==> src/rtl/disp_pkg.sv <==
// Shared FSM state encodings and active-low 7-segment codes ({g,f,e,d,c,b,a})
// for the counter display driver.
package disp_pkg;

  localparam logic [1:0] S_IDLE  = 2'd0;
  localparam logic [1:0] S_SHIFT = 2'd1;
  localparam logic [1:0] S_DONE  = 2'd2;

  typedef enum logic [1:0] {
    IDLE  = S_IDLE,
    SHIFT = S_SHIFT,
    DONE  = S_DONE
  } state_t;

  localparam logic [6:0] SEG_0     = 7'b1000000;
  localparam logic [6:0] SEG_1     = 7'b1111001;
  localparam logic [6:0] SEG_2     = 7'b0100100;
  localparam logic [6:0] SEG_3     = 7'b0110000;
  localparam logic [6:0] SEG_4     = 7'b0011001;
  localparam logic [6:0] SEG_5     = 7'b0010010;
  localparam logic [6:0] SEG_6     = 7'b0000010;
  localparam logic [6:0] SEG_7     = 7'b1111000;
  localparam logic [6:0] SEG_8     = 7'b0000000;
  localparam logic [6:0] SEG_9     = 7'b0010000;
  localparam logic [6:0] SEG_BLANK = 7'h7F;

endpackage

==> src/rtl/seg7_decode.sv <==
// Combinational BCD nibble to active-low 7-segment decoder; zero latency.
// Codes above 9 and an asserted blank both produce an unlit digit.
module seg7_decode
  import disp_pkg::*;
(
  input  logic [3:0] nibble,
  input  logic       blank,
  output logic [6:0] seg
);

  always_comb begin
    seg = SEG_BLANK;
    if (!blank) begin
      case (nibble)
        4'd0:    seg = SEG_0;
        4'd1:    seg = SEG_1;
        4'd2:    seg = SEG_2;
        4'd3:    seg = SEG_3;
        4'd4:    seg = SEG_4;
        4'd5:    seg = SEG_5;
        4'd6:    seg = SEG_6;
        4'd7:    seg = SEG_7;
        4'd8:    seg = SEG_8;
        4'd9:    seg = SEG_9;
        default: seg = SEG_BLANK;
      endcase
    end
  end

endmodule

==> src/rtl/count_display_driver.sv <==
// Binary-to-BCD (double-dabble) converter feeding a multiplexed 7-seg scan; busy for WIDTH+1 cycles.
// Requests arriving while busy are dropped; the scan free-runs and always shows the committed bcd.
module count_display_driver
  import disp_pkg::*;
#(
  parameter int WIDTH    = 8,
  parameter int DIGITS   = 3,
  parameter int SCAN_DIV = 50000
) (
  input  logic                  clk,
  input  logic                  rst,
  input  logic [WIDTH-1:0]      value,
  input  logic                  upd,
  output logic                  busy,
  output logic [4*DIGITS-1:0]   bcd,
  output logic [DIGITS-1:0]     an,
  output logic [6:0]            seg,
  output logic                  dp
);

  localparam int BW = 4 * DIGITS;
  localparam int CW = $clog2(WIDTH + 1);
  localparam int PW = $clog2(SCAN_DIV);
  localparam int IW = (DIGITS > 1) ? $clog2(DIGITS) : 1;

  state_t            state, state_nxt;
  logic [WIDTH-1:0]  shreg;
  logic [BW-1:0]     scratch;
  logic [BW-1:0]     adj;
  logic [CW-1:0]     cnt;
  logic [PW-1:0]     presc;
  logic              tick;
  logic [IW-1:0]     dig;
  logic [DIGITS-1:0] blank_vec;
  logic              nz;
  logic [3:0]        nib;
  logic [6:0]        seg_dec;

  always_ff @(posedge clk or posedge rst) begin
    if (rst) state <= IDLE;
    else     state <= state_nxt;
  end

  always_comb begin
    state_nxt = state;
    case (state)
      IDLE:    if (upd) state_nxt = SHIFT;
      SHIFT:   if (cnt == CW'(WIDTH - 1)) state_nxt = DONE;
      DONE:    state_nxt = IDLE;
      default: state_nxt = IDLE;
    endcase
  end

  assign busy = (state != IDLE);
  assign dp   = 1'b1;

  // Add-3 correction is applied before the shift so each nibble stays a legal BCD digit.
  always_comb begin
    adj = scratch;
    for (int i = 0; i < DIGITS; i++) begin
      if (scratch[4*i +: 4] >= 4'd5) adj[4*i +: 4] = scratch[4*i +: 4] + 4'd3;
    end
  end

  always_ff @(posedge clk or posedge rst) begin
    if (rst) begin
      shreg   <= '0;
      scratch <= '0;
      cnt     <= '0;
      bcd     <= '0;
    end else begin
      case (state)
        IDLE: begin
          if (upd) begin
            shreg   <= value;
            scratch <= '0;
            cnt     <= '0;
          end
        end
        SHIFT: begin
          {scratch, shreg} <= {adj, shreg} << 1;
          cnt              <= cnt + 1'b1;
        end
        DONE:    bcd <= scratch;
        default: ;
      endcase
    end
  end

  always_ff @(posedge clk or posedge rst) begin
    if (rst) begin
      presc <= '0;
      tick  <= 1'b0;
    end else if (presc == PW'(SCAN_DIV - 1)) begin
      presc <= '0;
      tick  <= 1'b1;
    end else begin
      presc <= presc + 1'b1;
      tick  <= 1'b0;
    end
  end

  // A digit above 0 is blanked only when it and every higher digit are zero.
  always_comb begin
    blank_vec = '0;
    nz        = 1'b0;
    for (int i = DIGITS - 1; i >= 1; i--) begin
      nz           = nz | (bcd[4*i +: 4] != 4'd0);
      blank_vec[i] = !nz;
    end
  end

  assign nib = bcd[{dig, 2'b00} +: 4];

  seg7_decode u_dec (
    .nibble (nib),
    .blank  (blank_vec[dig]),
    .seg    (seg_dec)
  );

  always_ff @(posedge clk or posedge rst) begin
    if (rst) begin
      dig <= '0;
      an  <= '1;
      seg <= SEG_BLANK;
    end else if (tick) begin
      an  <= ~(DIGITS'(1) << dig);
      seg <= seg_dec;
      dig <= (dig == IW'(DIGITS - 1)) ? '0 : dig + 1'b1;
    end
  end

endmodule

==> config.mk <==
export PLATFORM = sky130hd
export DESIGN_NAME = count_display_driver
export DESIGN_NICKNAME = d
export VERILOG_FILES = /design/src/rtl/disp_pkg.sv /design/src/rtl/seg7_decode.sv /design/src/rtl/count_display_driver.sv
export SDC_FILE = /design/constraint.sdc
export NUM_CORES = 1
export LEC_CHECK = 0
export CORE_AREA = 8 8 89 91
export CTS_BUF_LIST = sky130_fd_sc_hd__clkbuf_4
export DETAILED_ROUTE_END_ITERATION = 8
export DIE_AREA = 0 0 97 99
export PLACE_DENSITY = 0.77
export SLEW_MARGIN = 20
export SYNTH_ARGS = -nofsm -noshare
export SYNTH_HDL_FRONTEND = slang
export SYNTH_HIERARCHICAL = 1
export SYNTH_SLANG_ARGS = --single-unit
==> constraint.sdc <==
create_clock -name clk -period 2.24 [get_ports clk]
set_input_delay 0.448 -clock clk [delete_from_list [all_inputs] [get_ports clk]]
set_output_delay 0.448 -clock clk [all_outputs]
set_load 0.01 [all_outputs]
### Word-level counts from Yosys, hierarchy flattened

Memory sizes are Yosys's and may differ from the RTL's.
Index checks and enable logic that the tools add are counted.
Widths: inputs -> output; s select.

* register bits: 67
* bits in latches: 0
* RAM bits: 0
* ROM bits: 112
* input bits: 11
* output and inout bits: 24
* logic and storage cells: 59
* memories kept: 1

* add/sub/neg operators: 6
* $mul: 0
* divide/modulo/power cells: 0
* order comparisons: 4
* equality and inequality tests: 7
* shift-type cells: 2
* multiplexer cells: 18
* bitwise operators: 2
* reductions and logical operators: 9

Memories
* (name not given): words 16, width 7, read ports 1, clocked after memory_dff 0, wr ports 0, RTL line seg7_decode.sv:14 `case (nibble)`

Operators with widths (count)
* $pmux 12 s2: 1
* $add 16x1->16 const B: 1
* $eq 16x16->1 const B: 1
* $mux 16: 1
* $pmux 8 s2: 1
* $ge 4x3->1 const B: 3
* $mux 12: 1
* $mux 4: 3
* $shiftx 12x5->4: 1
* $add 4x2->4 const B: 2
* $mux 8: 1
* $pmux 4 s2: 1
* $reduce_bool 4->1: 2
* $mux 7: 1
* $mux 2: 3
* $add 4x1->4 const B: 1
* $eq 2x2->1 const B: 2
* $eq 4x3->1 const B: 1
* $ne 2x2->1 const B: 2
* $pmux 2 s2: 1
* $reduce_and 2->1: 2
* $reduce_bool 2->1: 2
* $add 3x2->3 const B: 1
* $lt 2x3->1 const B: 1
* other kinds (10): 12

### Logic depth before layout (Yosys ltp)

* depth in word-level cells: 6
* gate-level depth with buffers: 10

### By module

The synthesis kept the hierarchy.

By module, submodules not included
* count_display_driver: times used 1, cells each 298, area each 3120.5 µm², sequential area each 1689.1 µm²
* seg7_decode: times used 1, cells each 35, area each 252.7 µm², sequential area each 0.0 µm²

### Worst setup path after synthesis

No wires, ideal clock.

* kind: reg-to-reg
* start: register dig[1]
* end: register seg[1]
* arrival time: 2.064 ns
* required time: 2.158 ns
* path slack: 0.094 ns
* cell stages (with the launch flop): 9
* buffers on the path: 1
* clock period less this slack: 2.146 ns
* path through: dfrtp_1 -> clkbuf_1 -> mux2i_1 -> o21ai_0 -> inv_1 -> ha_1 -> a21oi_1 -> o21bai_1 -> mux2_2

* cells in the longest elaborated chain, start to end: 3
* elaborated cells on any way between the ends: 5
* those cells by class: 1 x shift; 3 x mux; 1 x memory

Ends and longest elaborated chain
* from (decl): RTL line count_display_driver.sv:33 `logic [IW-1:0] dig;`
* from (signal assigned): RTL line count_display_driver.sv:129 `dig <= (dig == IW'(DIGITS - 1)) ? '0 : dig + 1'b1;`
* $shiftx 12x5->4: RTL line count_display_driver.sv:113 `assign nib = bcd[{dig, 2'b00} +: 4];`
* named net nib[1]: RTL line count_display_driver.sv:36 `logic [3:0] nib;`
* $mem_v2 16x7
* $mux 7: RTL line seg7_decode.sv:13 `if (!blank) begin`
* named net seg_dec[1]: RTL line count_display_driver.sv:37 `logic [6:0] seg_dec;`
* to (signal assigned): RTL line count_display_driver.sv:128 `seg <= seg_dec;`
* to (decl): RTL line count_display_driver.sv:17 `output logic [6:0] seg,`

The timed path passes the listed nets, and every way through them passes these cells. The select of a mux whose other input is x is not followed.
A chain may end at the register's enable or synchronous reset.

### Worst setup path after layout

* start: register state[0]
* end: output busy

* cells in the longest elaborated chain, start to end: 1

Ends and longest elaborated chain
* from (decl): RTL line count_display_driver.sv:26 `state_t state, state_nxt;`
* from (signal assigned): RTL line count_display_driver.sv:41 `else state <= state_nxt;`
* $reduce_bool 2->1: RTL line count_display_driver.sv:54 `assign busy = (state != IDLE);`
* to (decl): RTL line count_display_driver.sv:14 `output logic busy,`

No other way between the ends.

==> summary.txt <==
Power and ir drop
  – Sw power: ~1.7 mW
  – Combinational share of power: 0.439
  – Internal Power: 2.66 mW
  – Lkg Pwr: 1.75 nW
  – Power Density: about 1100 nW/um^2
  – Switch share: 0.385
  – Seq pwr share: 0.417
  – Clock share of power: 0.144
  – Max IR drop VDD: just over 0.7 mV
  – Overall power: between 4 and 5 mW

Global routing
  – Vias in the first global route: between 2000 and 3000
  – Grt ovf: 0
  – Initial antenna violation count: 0
  – First-pass GRT wire length: about 12000 um
  – GRT Total Usage: 0.145
  – Met3 Usage GRT: 0.0546
  – Pin count of the biggest net entering global routing: 68
  – GR Layer Usage met1: 0.167
  – GRT met2 Usage: 0.239
  – Grt peak-use layer: met2

Critical path
  – CP Max Fanout: 2
  – Reg2reg start: dig[1]
  – Critical path required time: ~1.8 ns
  – Crit path cell chain: or2_2, clkdlybuf4s50_1
  – CP Class: flip-flop to primary output
  – Worst path slowest cell: clkdlybuf4s50_1
  – Critical R2R Capture: seg[1]
  – Critical path startpoint category: flip-flop
  – Slowest Stage Delay on Critical Path: roughly 0.5 ns
  – Reg2Reg Depth: 8
  – Worst EP arrival: 1.58 ns
  – R2r setup slk: between 0.2 and 0.3 ns
  – Setup crit end: busy
  – CP Capture Type: primary output
  – CP startpoint: state[0]

Flow run
  – Max-cap viol count: 0

Place
  – Placer congestion estimate: between 0.8 and 0.9
  – Input/output buffers: 33
  – Final HPWL DP: between 4000 and 5000 um
  – Placed cells: roughly 440

Cells and area
  – # diodes: 0
  – Fin cells: approximately 460
  – Fillers: about 540
  – Commonest cells after routing, fill and taps aside: dfrtp_1, nand2_1, clkdlybuf4s50_1
  – Commonest non-fill, non-tap cell in the layout: dfrtp_1
  – Area Growth Syn to Fin: 16.2%
  – Nets@finish: approximately 400
  – Layout cell share with drive strength beyond 1: 0.151

Floorplan
  – Initial Utilization: 0.514
  – Cell Rows: 30
  – Die height: 99 um
  – Core Area: approximately 6600 um^2
  – Area of the die: approximately 9600 um^2
  – # IOs: 35
  – Die W: 97 um

Routing
  – Pre-antenna DRT Iters: 5
  – DRC: 0
  – Via count: approximately 2500
  – WL/cell: around 14 um
  – Routed Antenna Nets: 0
  – Via density: approximately 5.4
  – Final wirelength: roughly 6400 um
  – DR iter-0 viols: 97

Clock tree
  – Reg clk slew, reported paths: ~0.11 ns
  – Clock Tree Root: clkbuf_4
  – CTS H-tree lvls: 3
  – CTS tree: built
  – Max Buffers Root-to-Sink: 2
  – Clock Latency Late Sink: about 0.40 ns
  – CTS Buf Count: 9
  – Clock tree sinks: 67
  – Post-CTS Setup Bufs: 0

Timing
  – RSZ-0062 raised after global routing: false
  – Final Hold Fails: 0
  – Final period util: 0.906
  – Post-route minimum period: around 2 ns
  – Rel. slew slack: 0.573
  – Skew final: ~0.0096 ns
  – Final setup violation count: 0
  – Worst hold slack: roughly 0.42 ns
  – Least-Margin Pin Slew: 0.641 ns
  – Final Max Tran Viols: 0
  – Fmax: 0.493 GHz
  – Setup TNS: 0 ns

Synth
  – Synth warn: 6
  – Synth Instances: 333
  – Seq/Total Area, Yosys: 0.501
  – Yosys reg bits: 67
  – Synth top area cells: dfrtp_1, dfstp_2, mux2_2, ha_1, o21ai_0
  – Ys async rst share: 1.00
  – EDFF count, synth: 0
  – Synth area leader: dfrtp_1
  – Mean post-synth cell area: ~10 um^2
  – Post-Synthesis Net Count: ~360
  – Synth Flop Type: dfrtp_1
  – Top cell type's share of synthesized area: 0.423
  – Mapped Area: ~3400 um^2
  – Netlist cell types: 42

Worst hold path
  – Hold Path Class: input port to async pin

Run status
  – Status: finished clean
## worst min-delay path by stage
| stage | from | endpoint | cells past startpoint |
|---|---|---|---|
| 3_5_place_dp | scratch[9] | scratch[9] | 2 |
| 3_3_place_gp | shreg[3] | shreg[3] | 2 |
| 5_1_grt | rst | shreg[2] | 3 |
| 2_1_floorplan | presc[0] | presc[0] | 1 |
| 4_1_cts | rst | shreg[3] | 3 |
| 6_report | rst | shreg[3] | 3 |
## stage by stage
| step | area (um^2) | util | setup slack (ns) |
|---|---|---|---|
| 6_report | 3920 | 0.597 | 0.211 |
| 5_1_grt | 3920 | 0.597 | 0.0827 |
| 4_1_cts | 3920 | 0.597 | 0.161 |
| 3_5_place_dp | 3820 | 0.581 | 0.173 |
| 3_3_place_gp | 3820 | 0.581 | 0.266 |
| 2_1_floorplan | 3370 | - | 0.0943 |
## metal layers
metal	up-vias	share of wire
met5	-	0
met4	0	0.011
met3	6	0.045
met2	47	0.48
met1	1175	0.46
li1	1226	-
## power by group through the flow
stage | clock, mW | combinational, mW | sequential [mW]
floorplan | 0 | 1.29 | 1.79
finish | 0.621 | 1.90 | 1.81
global placement | 0 | 1.83 | 1.82
detailed placement | 0 | 1.90 | 1.83
CTS | 0.655 | 1.92 | 1.81
global route | 0.696 | 2.13 | 1.85
## sequential cells by signal, indices dropped and copies added, names as in the netlist
register and flops:
an 3, bcd 12, cnt 4, dig 2
presc 16, scratch 12, seg 7, shreg 8
state 2, tick 1
## final cells by class
cell class              instances  area [um^2]  area share
inverters                      14         52.6      0.0134
well taps                      80          100      0.0255
clock buffers                   9         67.6      0.0172
flip-flops and latches         67         1690       0.431
clock inverters                 7         35.0     0.00893
multi-input cells             236         1550       0.396
repair buffers                 44          425       0.108
## cells in the mapped netlist (2+ instances only)
library cell and instances:
ha_1 13, nand2_1 35, o21bai_1 3, a21oi_2 2
xnor2_1 11, nor2_1 22, buf_6 2, nand2b_1 8
xor2_1 5, nand4_1 4, dfstp_2 10, inv_1 14
mux2i_1 8, nor3b_1 2, o21ai_1 4, clkbuf_1 12
nor3_1 6, mux2_2 15, dfrtp_1 57, and3b_1 6
nor4_1 4, a21oi_1 21, nor2b_1 4, nand3_1 12
o21ai_0 32, a22o_1 5
## cells by family after synthesis
kind of cell | synth area share
AOI/OAI and AO/OA | 0.122
adders and majority gates | 0.0482
muxes | 0.0738
DFF | 0.501
other | 0.00111
xor gates and xnor gates | 0.0415
buffers and inverters | 0.0393
and+or+nand+nor | 0.174
## worst max-delay path, delay by kind of cell, from the launching register on
family                 cells  cell delay, ns
DFF                        1            0.39
and+or+nand+nor            1            0.30
buffers and inverters      1            0.49
## repair_timing
action	CTS	global route
hold buffers	0	0
resized for setup	0	1
setup endpoints to repair	0	1
Note: power is estimated with default switching activity, not from simulation.
